File: config.mk
export PLATFORM = sky130hd
export DESIGN_NAME = lane_fifo_array
export DESIGN_NICKNAME = d
export VERILOG_FILES = /design/src/rtl/lane_fifo_array.sv
export SDC_FILE = /design/constraint.sdc
export NUM_CORES = 1
export LEC_CHECK = 0
export BUFFER_PORTS_ARGS = -buffer_cell sky130_fd_sc_hd__buf_2
export CORE_ASPECT_RATIO = 1.1
export CORE_MARGIN = 5
export CORE_UTILIZATION = 56
export DETAILED_ROUTE_END_ITERATION = 16
export PLACE_DENSITY = 0.84
export SYNTH_ARGS = -nofsm -noshare
export SYNTH_HDL_FRONTEND = slang
export SYNTH_SLANG_ARGS = --single-unit
File: constraint.sdc
create_clock -name clk_i -period 4.66 [get_ports clk_i]
set_input_delay 0 -clock clk_i [delete_from_list [all_inputs] [get_ports clk_i]]
set_output_delay 0 -clock clk_i [all_outputs]
set_load 0.05 [all_outputs]
File: src/rtl/lane_fifo_array.sv
// Array of LANES independent WIDTH-bit valid/ready FIFOs, each DEPTH entries deep.
// Optional per-lane popped-beat counter enabled by defining LANE_FIFO_CNT_EN.
module lane_fifo_array #(
   parameter int LANES = 4,
   parameter int WIDTH = 1,
   parameter int DEPTH = 2,
   parameter int CNT_W = 8
) (
   input  logic                                   clk_i,
   input  logic                                   rst_i,
   input  logic [LANES-1:0]                       lane_en_i,
   input  logic [LANES-1:0]                       valid_i,
   output logic [LANES-1:0]                       ready_o,
   input  logic [LANES*WIDTH-1:0]                 data_i,
   output logic [LANES-1:0]                       valid_o,
   input  logic [LANES-1:0]                       ready_i,
   output logic [LANES*WIDTH-1:0]                 o,
`ifdef LANE_FIFO_CNT_EN
   output logic [LANES*CNT_W-1:0]                 cnt_o,
`endif
   output logic [LANES*($clog2(DEPTH)+1)-1:0]     level_o
);

   localparam int AW = $clog2(DEPTH);
   localparam int LW = AW + 1;

   genvar gi;
   generate
      for (gi = 0; gi < LANES; gi++) begin : g_lane
         logic [LW-1:0]    wr_q, wr_d;
         logic [LW-1:0]    rd_q, rd_d;
         logic [WIDTH-1:0] mem_q [DEPTH];
         logic             full, empty, push, pop;

         // Extra pointer MSB separates a full FIFO from an empty one.
         assign empty = (wr_q == rd_q);
         assign full  = (wr_q[AW-1:0] == rd_q[AW-1:0]) && (wr_q[AW] != rd_q[AW]);

         assign ready_o[gi] = lane_en_i[gi] & ~full;
         assign valid_o[gi] = ~empty;
         assign push        = valid_i[gi] & ready_o[gi];
         assign pop         = valid_o[gi] & ready_i[gi];

         always_comb begin
            wr_d = wr_q + {{AW{1'b0}}, push};
            rd_d = rd_q + {{AW{1'b0}}, pop};
         end

         always_ff @(posedge clk_i) begin
            if (rst_i) begin
               wr_q <= '0;
               rd_q <= '0;
               for (int i = 0; i < DEPTH; i++) begin
                  mem_q[i] <= '0;
               end
            end else begin
               wr_q <= wr_d;
               rd_q <= rd_d;
               if (push) begin
                  mem_q[wr_q[AW-1:0]] <= data_i[gi*WIDTH +: WIDTH];
               end
            end
         end

         assign o[gi*WIDTH +: WIDTH] = mem_q[rd_q[AW-1:0]];
         assign level_o[gi*LW +: LW] = wr_q - rd_q;

`ifdef LANE_FIFO_CNT_EN
         logic [CNT_W-1:0] cnt_q, cnt_d;

         always_comb begin
            cnt_d = cnt_q;
            if (pop && (cnt_q != {CNT_W{1'b1}})) begin
               cnt_d = cnt_q + CNT_W'(1);
            end
         end

         always_ff @(posedge clk_i) begin
            if (rst_i) begin
               cnt_q <= '0;
            end else begin
               cnt_q <= cnt_d;
            end
         end

         assign cnt_o[gi*CNT_W +: CNT_W] = cnt_q;
`endif
      end
   endgenerate

endmodule

== Yosys cells after proc, flatten, opt, wreduce, memory -nomap -nowiden ==
Memories as Yosys holds them, arrays and structs flattened. A register that Yosys moved wholly into a read port is not among the register bits.
Cells that the tools add are included.

* Memory bits (writable): 8
* Input port bits: 18
* Memories kept: 4
* Output and inout port bits: 20
* Flip-flop bits (word level): 16

{| class="wikitable"
|+ Memories
! name !! depth !! bits a word !! rd ports !! clocked after Yosys merged registers in !! write ports !! line !! text
|-
| g_lane[0].mem_q || 2 || 1 || 1 || 1 || 2 || 32 || <nowiki>logic [WIDTH-1:0] mem_q [DEPTH];</nowiki>
|-
| g_lane[1].mem_q || 2 || 1 || 1 || 1 || 2 || 32 ||
|-
| g_lane[2].mem_q || 2 || 1 || 1 || 1 || 2 || 32 ||
|-
| g_lane[3].mem_q || 2 || 1 || 1 || 1 || 2 || 32 ||
|}

* Bitwise gates (word level): 20
* Multiplexer cells: 30
* Equality and inequality tests: 12
* Reductions and logical operators: 8
* Add/subtract/negate cells: 12

{| class="wikitable"
|+ Operators by type and width
! kind !! count
|-
| two-way mux 1 bit || 30
|-
| adder 2 x 1 -> 2 bit || 8
|-
| AND 1 bit || 12
|-
| equality test 2 bit || 4
|-
| NOT 1 bit || 8
|-
| subtractor 2 bit || 4
|-
| equality test 1 bit || 4
|-
| logical AND 1 bit || 4
|-
| != test 1 bit || 4
|-
| OR reduction 1 bit || 4
|}

== Longest topological paths before layout ==
* Depth in word-level cells: 10
* Mapped depth: 7
* Gate-level depth less buffers: 6

== Least setup slack after synthesis ==
OpenSTA, ideal clock, no wires.

* Kind: register -> output
* From: register g_lane[0].wr_q[0]
* To: output ready_o[0]
* Arrival time: 2,031 ps
* Setup slack: 2,629 ps
* Data required time: 4,660 ps
* Buffers on the path: 1
* Cell stages (with the launch flop): 5
* Cells stage by stage: dfxtp_1 > inv_1 > ha_1 > clkbuf_1 > a21boi_0

* Longest elaborated chain between the ends: 4

{| class="wikitable"
|+ Ends and longest elaborated chain
! element !! line !! text
|-
| start: declaration || 30 || <nowiki>logic [LW-1:0] wr_q, wr_d;</nowiki>
|-
| start signal: assignment || 57 || <nowiki>wr_q <= wr_d;</nowiki>
|-
| equality test 1 bit || 37 || <nowiki>assign full = (wr_q[AW-1:0] == rd_q[AW-1:0]) && (wr_q[AW] != rd_q[AW]);</nowiki>
|-
| logical AND 1 bit || 37 ||
|-
| NOT 1 bit || 39 || <nowiki>assign ready_o[gi] = lane_en_i[gi] & ~full;</nowiki>
|-
| AND 1 bit || 39 ||
|-
| end: declaration || 13 || <nowiki>output logic [LANES-1:0] ready_o,</nowiki>
|}

Every way passes these cells.

== Final worst setup path ==
* From: register g_lane[2].wr_q[0]
* To: output ready_o[2]

* Longest elaborated chain between the ends: 4

{| class="wikitable"
|+ Ends and longest elaborated chain
! element !! line
|-
| start: declaration || 30
|-
| start signal: assignment || 57
|-
| equality test 1 bit || 37
|-
| logical AND 1 bit || 37
|-
| NOT 1 bit || 39
|-
| AND 1 bit || 39
|}

Every way passes these cells.

==> flow_summary.yaml <==
flow_run:
  maxCapViolations: 0
power:
  power.internal_uw: 371.0
  clkPwrFrac_pct: 12.5
  p_comb_share_pct: 50.6
  p_switching_uw: 327.8
  seq_power_share_pct: 36.9
  ir_worst_vdd_v: 0.0002708
  p_per_area_nw_per_um2: 410.7
  leakage_nw: 0.7444
  sw_frac_of_total_pct: 46.92
synthesis:
  syn-instance-count: 142
  synth.area.top_cells: "dfxtp_1 (22%), edfxtp_1 (16%), ha_1 (10%)"
  syn-num-nets: 172
  syn_area_per_cell_um2: 10.39
  synth_area_leader_cell: "dfxtp_1"
  syn_area_um2: 1475
  async_flop_share_pct: 0
  synth_warnings: 0
  synth_seq_area_share_pct: 38.00
  synth-edff-count: 8
  yosysTopAreaCellShare_pct: 21.71
  synth_ff_type: "dfxtp_1"
  ys_seq_elements: 24
  synth_cell_types: 25
placement:
  place_congestion: 0.8010
  pre_cts_slack_ps: 2942
  dpl_cell_area_um2: 1679
  dp_hpwl_mm: 2.208
  port_buffers: 37
clocking:
  clock_sinks: 24
  clock_latency_ps: 300
  clockBufferDepth: 2
  path_clk_slew_ps: 120
  cts_tree: "done"
  cts_resized: 0
  root_buffer: "clkbuf_4"
  numCtsBuffers: 3
  post_cts_buffers: 0
  hold_buffers: 0
  h-tree-depth: 1
layout:
  final_cell_area_um2: 1702
  areaGrowthSynthToFinish_pct: 15.35
  utilization_pct: 67.53
  drive_gt1_share_pct: 27.68
  fin_nets: 209
  num_antenna_cells: 0
  num-fill-cells: 216
critical_path:
  crit_path_start_kind: "flop"
  slowest_delay_ps: 460
  timing.critical_path.cells: "inv_1 -> ha_1 -> a21boi_0 -> buf_2"
  cp_data_required_time_ps: 4660
  path_max_fanout: 9
  slowest_stage: "dfxtp_1"
  critPathKind: "flop to output port"
  worstPathArrival_ps: 1760
  end_kind: "output port"
global_routing:
  antenna_found_initial: 0
  grt_pass1_wl_mm: 4.767
  grt_pass1_vias: 1127
  grt.overflow.total: 0
  grt_start_max_net_pins: 22
  grt_usage_pct: 15.94
die:
  chipHeight_um: 63.83
  rows: 19
  io_pins: 38
  core_um2: 2520
  die_w_um: 58.94
  initial_utilization_pct: 58.54
  die-area_um2: 3762
sta:
  max_freq_ghz: 0.5684
  setup_ws_ps: 2901
  drv_slew: 0
  hold_viol: 0
  slew_headroom_pct: 74.21
  tightest_slew_ps: 385.6
  rsz0062_at_grt: "no"
  period_needed_ps: 1759
  setup_tns_ps: 0
  fin_skew_ps: 1.090
  setup_violations: 0
  post-route-period-util_pct: 37.76
route:
  drc: 0
  routed_via_density: 5.558
  wl_per_cell_um: 13.48
  wirelength_mm: 2.804
  postRouteAntennaNets: 0
  first_pass_iters: 4
  vias: 1156
  drtIter0Drc: 22
worst_hold_path:
  min_path_type: "primary input to flop"
status:
  outcome: "finished, final reports clean"
flip-flops by register name, summed over array words and instances (netlist names):
name          count
g_lane.mem_q      8
g_lane.rd_q       8
g_lane.wr_q       8
cells in the final DEF, fill, tap and decap left out, drive strengths merged, types with 2 or more instances in the layout:
cell type and n:
buf 37, xnor2 16, dfxtp 16, ha 12, inv 9, a21boi 8, nand2 8, nor2 8
nor2b 8, edfxtp 8, nand4b 7, a211oi 6, a21oi 4, nand4bb 4, o211ai 4, mux2 4
xor2 4, o311ai 4, clkbuf 3, nand3 2, nand3b 2, a2111oi 2
synth_stat cells (3+ instances only):
| cell type | instances |
|---|---|
| nand4bb_1 | 4 |
| nand2_1 | 8 |
| nor2_1 | 8 |
| mux2_2 | 4 |
| a21boi_0 | 8 |
| inv_1 | 9 |
| clkbuf_1 | 4 |
| xor2_2 | 3 |
| nand4b_1 | 7 |
| o211ai_1 | 4 |
| dfxtp_1 | 16 |
| ha_1 | 12 |
| edfxtp_1 | 8 |
| xnor2_1 | 16 |
| a21oi_1 | 4 |
| nor2b_1 | 8 |
| a211oi_1 | 6 |
final timing paths:
path,startpoint,endpoint,slack (ps),depth (start not counted)
worst min register to register,g_lane[0].wr_q[1]$_SDFF_PP0_,g_lane[0].wr_q[1]$_SDFF_PP0_,600,2
worst min-delay path,rst_i,g_lane[1].rd_q[1]$_SDFF_PP0_,80,2
worst max-delay path,g_lane[2].wr_q[0]$_SDFF_PP0_,ready_o[2],2900,4
worst max register to register,g_lane[2].wr_q[0]$_SDFF_PP0_,g_lane[2].rd_q[1]$_SDFF_PP0_,2920,6
cell type report:
cell class                      instances  area (µm²)  share of cell area, %
Sequential cell                        24       560.5                  32.94
Timing Repair Buffer                   37       185.2                  10.88
Tap cell                               31       38.79                  2.279
Clock buffer                            3       22.52                  1.324
Multi-Input combinational cell        104       860.8                  50.59
Inverter                                9       33.78                  1.985
power by group through the flow:
| stage | registers, mW | logic, mW | clock network, mW |
|---|---|---|---|
| floorplan | 0.257 | 0.283 | 0 |
| global placement | 0.261 | 0.346 | 0 |
| detailed placement | 0.263 | 0.355 | 0 |
| CTS | 0.258 | 0.356 | 0.0938 |
| global route | 0.261 | 0.378 | 0.106 |
| finish | 0.258 | 0.354 | 0.0872 |
kinds of logic (layout without fill, tap and decap cells):
logic type / Yosys count / in the layout / share of synthesized area, %
flip-flops: 24 / 24 / 38.00
adder cells (fa/ha/maj): 12 / 12 / 10.18
buffers and inverters: 14 / 49 / 3.646
AO/OA/AOI/OAI: 28 / 28 / 14.93
multiplexers: 4 / 4 / 3.053
AND/OR/NAND/NOR: 40 / 40 / 16.79
XOR/XNOR: 20 / 20 / 13.40
layer usage:
metal  share of wire, %  track usage, %  vias up
met5                  0               0        -
met4                1.5           7.082        0
met3                5.8           2.213        4
met2                 52           27.76       37
met1                 41           19.08      528
li1                   -               -      587
metrics by stage:
| step | hold slack, ps | instances | power (mW) |
|---|---|---|---|
| 2_1_floorplan | 255.8 | 142 | 0.5404 |
| 3_3_place_gp | 388.4 | 205 | 0.6072 |
| 3_5_place_dp | 411.7 | 205 | 0.6177 |
| 4_1_cts | 72.72 | 208 | 0.7077 |
| 5_1_grt | 81.41 | 208 | 0.7455 |
| 6_report | 76.90 | 208 | 0.6988 |
worst max-delay path, delay by kind of cell, from the launching register on:
family / cells / cell delay (ps)
adders and majority gates: 1 / 420
buffers and inverters: 2 / 390
AOI/OAI and AO/OA: 1 / 180
DFF: 1 / 460
Power figures use the tool's default switching activity.
